$ cat src/rtl/ws2812_frame_sequencer.sv
// WS2812 frame scheduler: fetches NUM_LEDS RGB pixels from a synchronous pixel RAM
// and streams them in G,R,B byte order through the output shifter handshake.
module ws2812_frame_sequencer #(
    parameter int unsigned NUM_LEDS     = 60,
    parameter int unsigned FRAME_PERIOD = 200000,
    parameter int unsigned ADDR_WIDTH   = (NUM_LEDS > 1) ? $clog2(NUM_LEDS) : 1
) (
    input  logic                  clk,
    input  logic                  rst,
    input  logic                  enable,
    input  logic                  force_frame,
    output logic [ADDR_WIDTH-1:0] mem_addr,
    output logic                  mem_rd_en,
    input  logic [23:0]           mem_rdata,
    output logic                  sh_trigger,
    output logic [7:0]            sh_data,
    output logic                  sh_valid,
    input  logic                  sh_request,
    output logic                  busy,
    output logic                  frame_done,
    output logic                  frame_overrun
);

    localparam int unsigned TIMER_WIDTH = $clog2(FRAME_PERIOD);
    localparam logic [TIMER_WIDTH-1:0] TICK_AT = TIMER_WIDTH'(FRAME_PERIOD - 1);
    localparam logic [ADDR_WIDTH-1:0]  LAST_IDX = ADDR_WIDTH'(NUM_LEDS - 1);

    typedef enum logic [2:0] {
        IDLE,
        LOAD,
        TRIGGER,
        STREAM,
        DRAIN
    } state_t;

    state_t                  state;
    state_t                  state_next;
    logic [TIMER_WIDTH-1:0]  timer;
    logic                    pending;
    logic [23:0]             pix;
    logic [23:0]             nxt;
    logic                    nxt_full;
    logic [1:0]              byte_idx;
    logic [ADDR_WIDTH-1:0]   pix_idx;
    logic                    rd_vld;

    logic tick;
    logic last_pix;
    logic consume;

    assign tick     = (timer == TICK_AT);
    assign last_pix = (pix_idx == LAST_IDX);
    assign consume  = sh_request & sh_valid;

    // State register
    always_ff @(posedge clk) begin
        if (rst) begin
            state <= IDLE;
        end else begin
            state <= state_next;
        end
    end

    // Next state and the combinational shifter-facing outputs
    always_comb begin
        state_next = state;
        sh_valid   = 1'b0;
        sh_data    = 8'h00;
        case (state)
            IDLE: begin
                if (pending) begin
                    state_next = LOAD;
                end
            end
            LOAD: begin
                if (rd_vld) begin
                    state_next = TRIGGER;
                end
            end
            TRIGGER: begin
                sh_valid = 1'b1;
                if (sh_request) begin
                    state_next = STREAM;
                end
            end
            STREAM: begin
                sh_valid = (byte_idx < 2'd2) | nxt_full | last_pix;
                if (consume && byte_idx == 2'd2 && last_pix) begin
                    state_next = DRAIN;
                end
            end
            DRAIN: begin
                if (sh_request) begin
                    state_next = IDLE;
                end
            end
            default: state_next = IDLE;
        endcase
        if (sh_valid) begin
            case (byte_idx)
                2'd0:    sh_data = pix[15:8];
                2'd1:    sh_data = pix[23:16];
                default: sh_data = pix[7:0];
            endcase
        end
    end

    // Frame timer, request bookkeeping, pixel fetch and byte sequencing
    always_ff @(posedge clk) begin
        if (rst) begin
            timer         <= '0;
            pending       <= 1'b0;
            pix           <= '0;
            nxt           <= '0;
            nxt_full      <= 1'b0;
            byte_idx      <= '0;
            pix_idx       <= '0;
            rd_vld        <= 1'b0;
            mem_addr      <= '0;
            mem_rd_en     <= 1'b0;
            sh_trigger    <= 1'b0;
            busy          <= 1'b0;
            frame_done    <= 1'b0;
            frame_overrun <= 1'b0;
        end else begin
            timer      <= tick ? '0 : timer + TIMER_WIDTH'(1);
            mem_rd_en  <= 1'b0;
            frame_done <= 1'b0;
            rd_vld     <= mem_rd_en;

            // A request raised in the cycle it is consumed is dropped
            if (state == IDLE && pending) begin
                pending <= 1'b0;
            end else if ((tick && enable) || force_frame) begin
                pending <= 1'b1;
            end

            if (tick && enable && busy) begin
                frame_overrun <= 1'b1;
            end

            if (state == IDLE && pending) begin
                mem_addr  <= '0;
                mem_rd_en <= 1'b1;
                busy      <= 1'b1;
            end

            if (state == LOAD && rd_vld) begin
                pix        <= mem_rdata;
                byte_idx   <= '0;
                pix_idx    <= '0;
                nxt_full   <= 1'b0;
                sh_trigger <= 1'b1;
            end else if (rd_vld) begin
                nxt      <= mem_rdata;
                nxt_full <= 1'b1;
            end

            if (state == TRIGGER && sh_request) begin
                sh_trigger <= 1'b0;
            end

            if (consume) begin
                if (byte_idx == 2'd0 && !last_pix) begin
                    mem_addr  <= pix_idx + ADDR_WIDTH'(1);
                    mem_rd_en <= 1'b1;
                end
                if (byte_idx != 2'd2) begin
                    byte_idx <= byte_idx + 2'd1;
                end else if (!last_pix) begin
                    pix      <= nxt;
                    nxt_full <= 1'b0;
                    pix_idx  <= pix_idx + ADDR_WIDTH'(1);
                    byte_idx <= '0;
                end
            end

            if (state == DRAIN && sh_request) begin
                frame_done <= 1'b1;
                busy       <= 1'b0;
            end
        end
    end

    // A mid-frame request without the next pixel loaded would end the LED frame early
    assert property (@(posedge clk) disable iff (rst)
        !(state == STREAM && sh_request && !sh_valid && !last_pix))
        else $error("ws2812_frame_sequencer: shifter request before next pixel was loaded");

endmodule
$ cat config.mk
export PLATFORM = sky130hd
export DESIGN_NAME = ws2812_frame_sequencer
export DESIGN_NICKNAME = d
export VERILOG_FILES = /design/src/rtl/ws2812_frame_sequencer.sv
export SDC_FILE = /design/constraint.sdc
export NUM_CORES = 1
export LEC_CHECK = 0
export CAP_MARGIN = 20
export CORE_UTILIZATION = 56
export DETAILED_ROUTE_END_ITERATION = 10
export PLACE_DENSITY = 0.8
export REMOVE_ABC_BUFFERS = 1
export SLEW_MARGIN = 20
export SYNTH_ARGS = -nofsm -noshare
export SYNTH_HDL_FRONTEND = slang
export SYNTH_SLANG_ARGS = --single-unit
$ cat constraint.sdc
create_clock -name clk -period 2.52 [get_ports clk]
set_input_delay 0.252 -clock clk [delete_from_list [all_inputs] [get_ports clk]]
set_output_delay 0.252 -clock clk [all_outputs]
set_load 0.05 [all_outputs]
==> results.md <==
- Switching Share: 24.06%
- Netlist cell types: 54
- DP Worst Slack: 0.1354 ns
- CTS Hold Bufs: 0
- Antenna cells: 0
- Syn_area_per_cell: 7.957 µm²
- Vias/cell: 5.821
- Hpwl dp: 6477 µm
- Mapped cell area: 0.004225 mm²
- CP endpoint kind: primary output
- Synth Area in Compound Gates: 17.74%
- FMAX: approximately 420 MHz
- Cell-internal power: 2037 µW
- Nature of the critical path startpoint: register
- CTS tree: built
- Htree depth: 3
- CTS Buf Count: 9
- Unrepaired setup endpoints after global routing: no
- Antenna violations before repair: 0
- Number of routed nets with antenna violations: 0
- Logic pwr share: 7.0%
- Outcome: completed
- Max Slew Vio Count: 0
- Crit Path Class: register to primary output
- Worst-Skew Late Latency: around 0.36 ns
- Clock Pin Slew Worst Setup and Hold Paths: 0.09 ns
- Ys async rst share: 0%
- Dpl cells: 650
- Clock power share: 37.7%
- Final hold violation count: 0
- Synth Area in Adders: less than 1%
- R2R Setup Slk: ~0.58 ns
- Pwr per Cell Area: 541.3 mW/mm²
- Worst setup margin: around 0.16 ns
- LEAKAGE: 0.001652 µW
- 1st-iter DRT viols: 254
- Routed wire length: 9895 µm
- Critical path arrival: approximately 2.1 ns
- Synth warnings: 0
- Clock Skew: slightly above 0.01 ns
- Vias: 3877
- I/O pins: 49
- Die W: 88.87 µm
- CTS Root Cell: clkbuf_8
- Mux cell area share after synthesis: 2.399%
- Relative max-transition margin: 54.38%
- Drt pass-1 iters: 4
- Fin cells: ~670
- Worst-margin pin slew: 0.6834 ns
- Clock sinks: 91
- Setup TNS: 0 ns
- Final Cycle Share: between 90% and 100%
- Post-synth EDFFs: 0
- Die area: 0.007897 mm²
- I/O Buffers: 48
- Peak supply drop: 0.0004332 V
- Primary FF master, synth: dfxtp_1
- Max FO, Critical Path: 10
- Die Ht: 88.87 µm
- Worst hold-check path type: primary input to register
- Core Box Area: 0.007292 mm²
- Synth Area in XOR/XNOR: 3.109%
- Grt ovf: 0
- Switch Pwr: 645.2 µW
- Final setup vio count: 0
- Wire per inst: 14.86 µm
- Area delta synth->final: 17.26%
- Gr usage total: a little over a quarter
- Simple-gate share of the synthesized area: 27.60%
- Largest family of logic cells by synthesized area: simple AND/OR/NAND/NOR gates
- Nets: just under 600
- Pin count of the biggest net entering global routing: 35
- Critical Path RT: between 2 and 2.5 ns
- Post-synthesis register bit count: 91
- Seq/Total Area, Yosys: 43.12%
- Core Rows: 31
- Share of post-route cells with drive strength above 1: a little under a tenth
- DRC Markers: 0
- First-pass GRT wire length: 15990 µm
- Max Cap Viol: 0
- Final GP Congestion: 0.8340
- Syn Inst Count: 531
- Clock tree buffer depth: 2
- Seq pwr share: 55.3%
- Starting Density: 57.94%
- Post-CTS setup buffers: 0
- Vias in the first global route: 3551
- Shortest period the worst path allows: 2.356 ns
- Fin util: 67.95%
per-stage QoR:
step | total power (µW) | hold WS, ns | cell area (µm²)
floorplan | 1596 | 0.3211 | 4029
global placement | 1700 | 0.4429 | 4736
detailed placement | 1704 | 0.4482 | 4736
CTS | 2694 | 0.2526 | 4943
global route | 2764 | 0.2876 | 4955
finish | 2682 | 0.2566 | 4955
flip-flops by register name, indices dropped and copies added (netlist names):
| register | cells |
|---|---|
| byte_idx | 2 |
| state | 3 |
| busy | 1 |
| frame_done | 1 |
| mem_rd_en | 1 |
| pix_idx | 6 |
| frame_overrun | 1 |
| pending | 1 |
| pix | 24 |
| nxt | 24 |
| rd_vld | 1 |
| timer | 18 |
| mem_addr | 6 |
| sh_trigger | 1 |
| nxt_full | 1 |
Yosys cell counts, types with 5 or more instances:
library cell  instances  area, µm²
a21oi_1              48      240.2
nand4_1               7      43.79
inv_1                 9      33.78
clkbuf_1             21      78.83
o211ai_1             11      82.58
dfxtp_1              91       1822
nor3_1               31      155.2
o21ai_0               8      40.04
a311oi_1             26      227.7
xnor2_1              11      96.34
nand3_1              16      80.08
nor2_1               49      183.9
nand2_1             109      409.1
buf_2                18      90.09
mux2i_1               9      90.09
and2_1                5      31.28
routing by layer:
layer | routed length [µm] | GRT usage (%)
met1 | 4337 | 31.96
met2 | 4915 | 44.27
met3 | 496 | 5.224
met4 | 145 | 12.76
met5 | 0 | 0
area by class of cell:
type	count	area (µm²)
Clock buffer	11	141.4
Timing Repair Buffer	63	565.5
Sequential cell	91	1823
Fill cell	647	2337
Inverter	9	33.78
Clock inverter	5	61.31
Multi-Input combinational cell	388	2206
Tap cell	99	123.9
worst paths after layout:
check                        start                    to  depth (start not counted)
max          pix_idx[1]$_SDFF_PP0_            sh_data[2]                          6
min                            rst     busy$_SDFFE_PP0P_                          2
max reg2reg    timer[0]$_SDFF_PP0_  timer[12]$_SDFF_PP0_                          5
min reg2reg    nxt[5]$_SDFFE_PP0P_   nxt[5]$_SDFFE_PP0P_                          2
cell usage in the layout (no fill, tap or decap), types with 2 or more instances in the layout:
master,n
nor2b_1,2
nor4_1,2
buf_4,24
nand2b_1,2
or2_2,2
xnor2_1,11
o31ai_1,2
clkdlybuf4s50_1,38
and4b_1,3
or4_1,2
nor2_1,48
a211oi_1,2
a41oi_1,2
a2bb2oi_1,3
clkinvlp_4,3
nand3_1,16
mux2i_1,9
dfxtp_1,90
xor2_1,4
nand4_1,7
or3_1,4
a311oi_1,26
o211ai_1,11
clkbuf_8,10
nor3_1,31
nand2_1,109
a221oi_1,3
inv_1,9
o21ai_0,8
and2_1,5
a21oi_1,48
worst max-delay path, cell delays in order (launching register included):
cell and delay, ns:
dfxtp_1 0.43, ha_4 0.21, nand4_1 0.15, o21ba_2 0.28, or2_4 0.32, nor2_1 0.15
buf_4 0.21
power by group through the flow:
stage	sequential [µW]	combinational (µW)	clock, µW
2_1_floorplan	1530	68.1	0
3_3_place_gp	1520	183	0
3_5_place_dp	1520	187	0
4_1_cts	1480	188	1020
5_1_grt	1490	206	1070
6_report	1480	187	1010
kinds of logic (layout without fill, tap and decap cells):
family / after synthesis / count (layout)
xor+xnor: 15 / 15
compound gates: 112 / 112
simple gates: 249 / 249
mux: 10 / 10
buf+inv: 52 / 88
fa+ha+maj: 2 / 2
flops: 91 / 91
repair_timing:
| item | 4_1_cts | 5_1_grt |
|---|---|---|
| setup endpoints to repair | 9 | 9 |
| gates resized for setup | 3 | 2 |
| endpoints found under the hold margin | 0 | 0 |
(Power assumes the default switching activity.)
==> RTL change, RTL diff (same settings) <==
Put one more register stage on the output `frame_overrun`, cleared by the reset. The value now appears one clock later. The other outputs are not delayed to match.
--- a/src/rtl/ws2812_frame_sequencer.sv
+++ b/src/rtl/ws2812_frame_sequencer.sv
@@ -34,4 +34,6 @@
     } state_t;
 
+    logic frame_overrun_s0;
+
     state_t                  state;
     state_t                  state_next;
@@ -122,5 +124,5 @@
             busy          <= 1'b0;
             frame_done    <= 1'b0;
-            frame_overrun <= 1'b0;
+            frame_overrun_s0 <= 1'b0;
         end else begin
             timer      <= tick ? '0 : timer + TIMER_WIDTH'(1);
@@ -137,5 +139,5 @@
 
             if (tick && enable && busy) begin
-                frame_overrun <= 1'b1;
+                frame_overrun_s0 <= 1'b1;
             end
 
@@ -188,3 +190,11 @@
         else $error("ws2812_frame_sequencer: shifter request before next pixel was loaded");
 
+    always_ff @(posedge clk) begin
+        if (rst) begin
+            frame_overrun <= '0;
+        end else begin
+            frame_overrun <= frame_overrun_s0;
+        end
+    end
+
 endmodule
Check against the original RTL: same outputs for any inputs over 10 cycles, from zero or initial values and one cycle with rst high; that may be too few to reach the edited logic, so the function may still have changed.
==> RTL change against the original RTL <==
- final area grew 3.4%
- sequential share of layout area shrank 0.83 points
- register-to-register slack lost 0.05 ns
- wire length grew 6.0%
- sequential cell count grew 1
- power grew 0.37%
- area after synthesis grew 5.2%
- setup slack lost 0.014 ns
- combinational power grew 5%
- critical path depth is the same
- critical path type unchanged
- largest cell class unchanged
- largest power group unchanged
- highest routed layer unchanged
==> RTL change: results (changes against the original RTL) <==
- **non-filler cells in the finished layout** 668, was 666
- **vias in the first global route** 3847, was 3551
- **Critical Path End** sh_data[3], was sh_data[2]
- **reg-to-reg startpoint** state[1]$_SDFFE_PP0P_, was timer[0]$_SDFF_PP0_
- **worst-case hold slack** 0.417 ns, was 0.257 ns
- **design internal power** 2.03 mW, was 2.04 mW
- **placer's final routability congestion estimate** 0.825, was 0.834
- **global-route wire length before repair** 18200 um, was 16000 um
- **worst-case headroom to the max-slew limit** 0.511, was 0.544
- **maximum ir drop on the vdd rail** 408 uV, was 433 uV
- **layout cell share with drive strength beyond 1** 0.134, was 0.0952
- **share of synthesized area occupied by flip-flops and latches** 0.414, was 0.431
- **result of the run** finished clean, unchanged
- **number of stages on the worst hold path** 3, was 2
- **# fillers** 677, was 647
- **Metal-1 WL** 4640 um, was 4340 um
- **skew final** 0.0136 ns, was 0.0104 ns
- **Reg2Reg Capture Point** pix[0]$_SDFF_PP0_, was timer[12]$_SDFF_PP0_
- **CTS resizes** 0, was 3
- **total of flip-flops plus latches after synthesis** 92, was 91
- **post-detailed-routing wire length** 10500 um, was 9900 um
- **leakage component of the power** 1.71 nW, was 1.65 nW
- **number of distinct library cell variants in the gate-level netlist after synthesis** 61, was 54
- **cell types with the highest counts after synthesis** nand2_1 (111), dfxtp_1 (92), a21oi_1 (47), was nand2_1 (109), dfxtp_1 (91), nor2_1 (49)
- **time the final worst path needs with I/O delays and setup** 2.37 ns, was 2.36 ns
- **final non-filler cell area** 0.00512 sq mm, was 0.00495 sq mm
- **worst r2r path cells** 4, was 5
- **global routing usage summed across all routing layers** 0.269, was 0.262
- **cell types occupying the most area after synthesis** dfxtp_1 (41%), nand2_1 (9.4%), a311oi_2 (6.8%), a21oi_1 (5.3%), nor3_1 (3.5%), was dfxtp_1 (43%), nand2_1 (9.7%), a21oi_1 (5.7%), a311oi_1 (5.4%), nor2_1 (4.4%)
- **maximum number of pins on one net before global-route repair** 68, was 35
- **cell count after synthesis** 527, was 531
- **DRT iter0 DRCs** 210, was 254
- **number of nets in the finished design** 592, was 593
- **placed inst area** 0.00493 sq mm, was 0.00474 sq mm
- **crit path DAT** 2.12 ns, was 2.10 ns
RTL change: changes by cell type after synthesis, sizes merged, moves of 2 or more:
cell    before  now
nor2        49   41
buf         21   25
o21ai        8    6
clkbuf      22   16
nor4         2    5
nand2      109  112
and4b        3    1
RTL change: layer usage:
layer,track usage,vias to the layer above
li1,-,1930
met1,0.350,1847
met2,0.461,104
met3,0.0293,13
met4,0.0979,0
met5,0,-
RTL change: logic make-up after synthesis:
| logic type | share of synthesized area |
|---|---|
| AOI/OAI and AO/OA | 0.203 |
| buffers and inverters | 0.0605 |
| xor gates and xnor gates | 0.0296 |
| muxes | 0.0231 |
| and+or+nand+nor | 0.264 |
| DFF | 0.414 |
| adders and majority gates | 0.00563 |
RTL change: layout make-up:
type	count	share of cell area
clock buffers	11	0.0257
clock inverters	5	0.0120
inverters	9	0.00660
multi-input cells	385	0.457
flip-flops and latches	92	0.360
well taps	102	0.0249
repair buffers	64	0.114
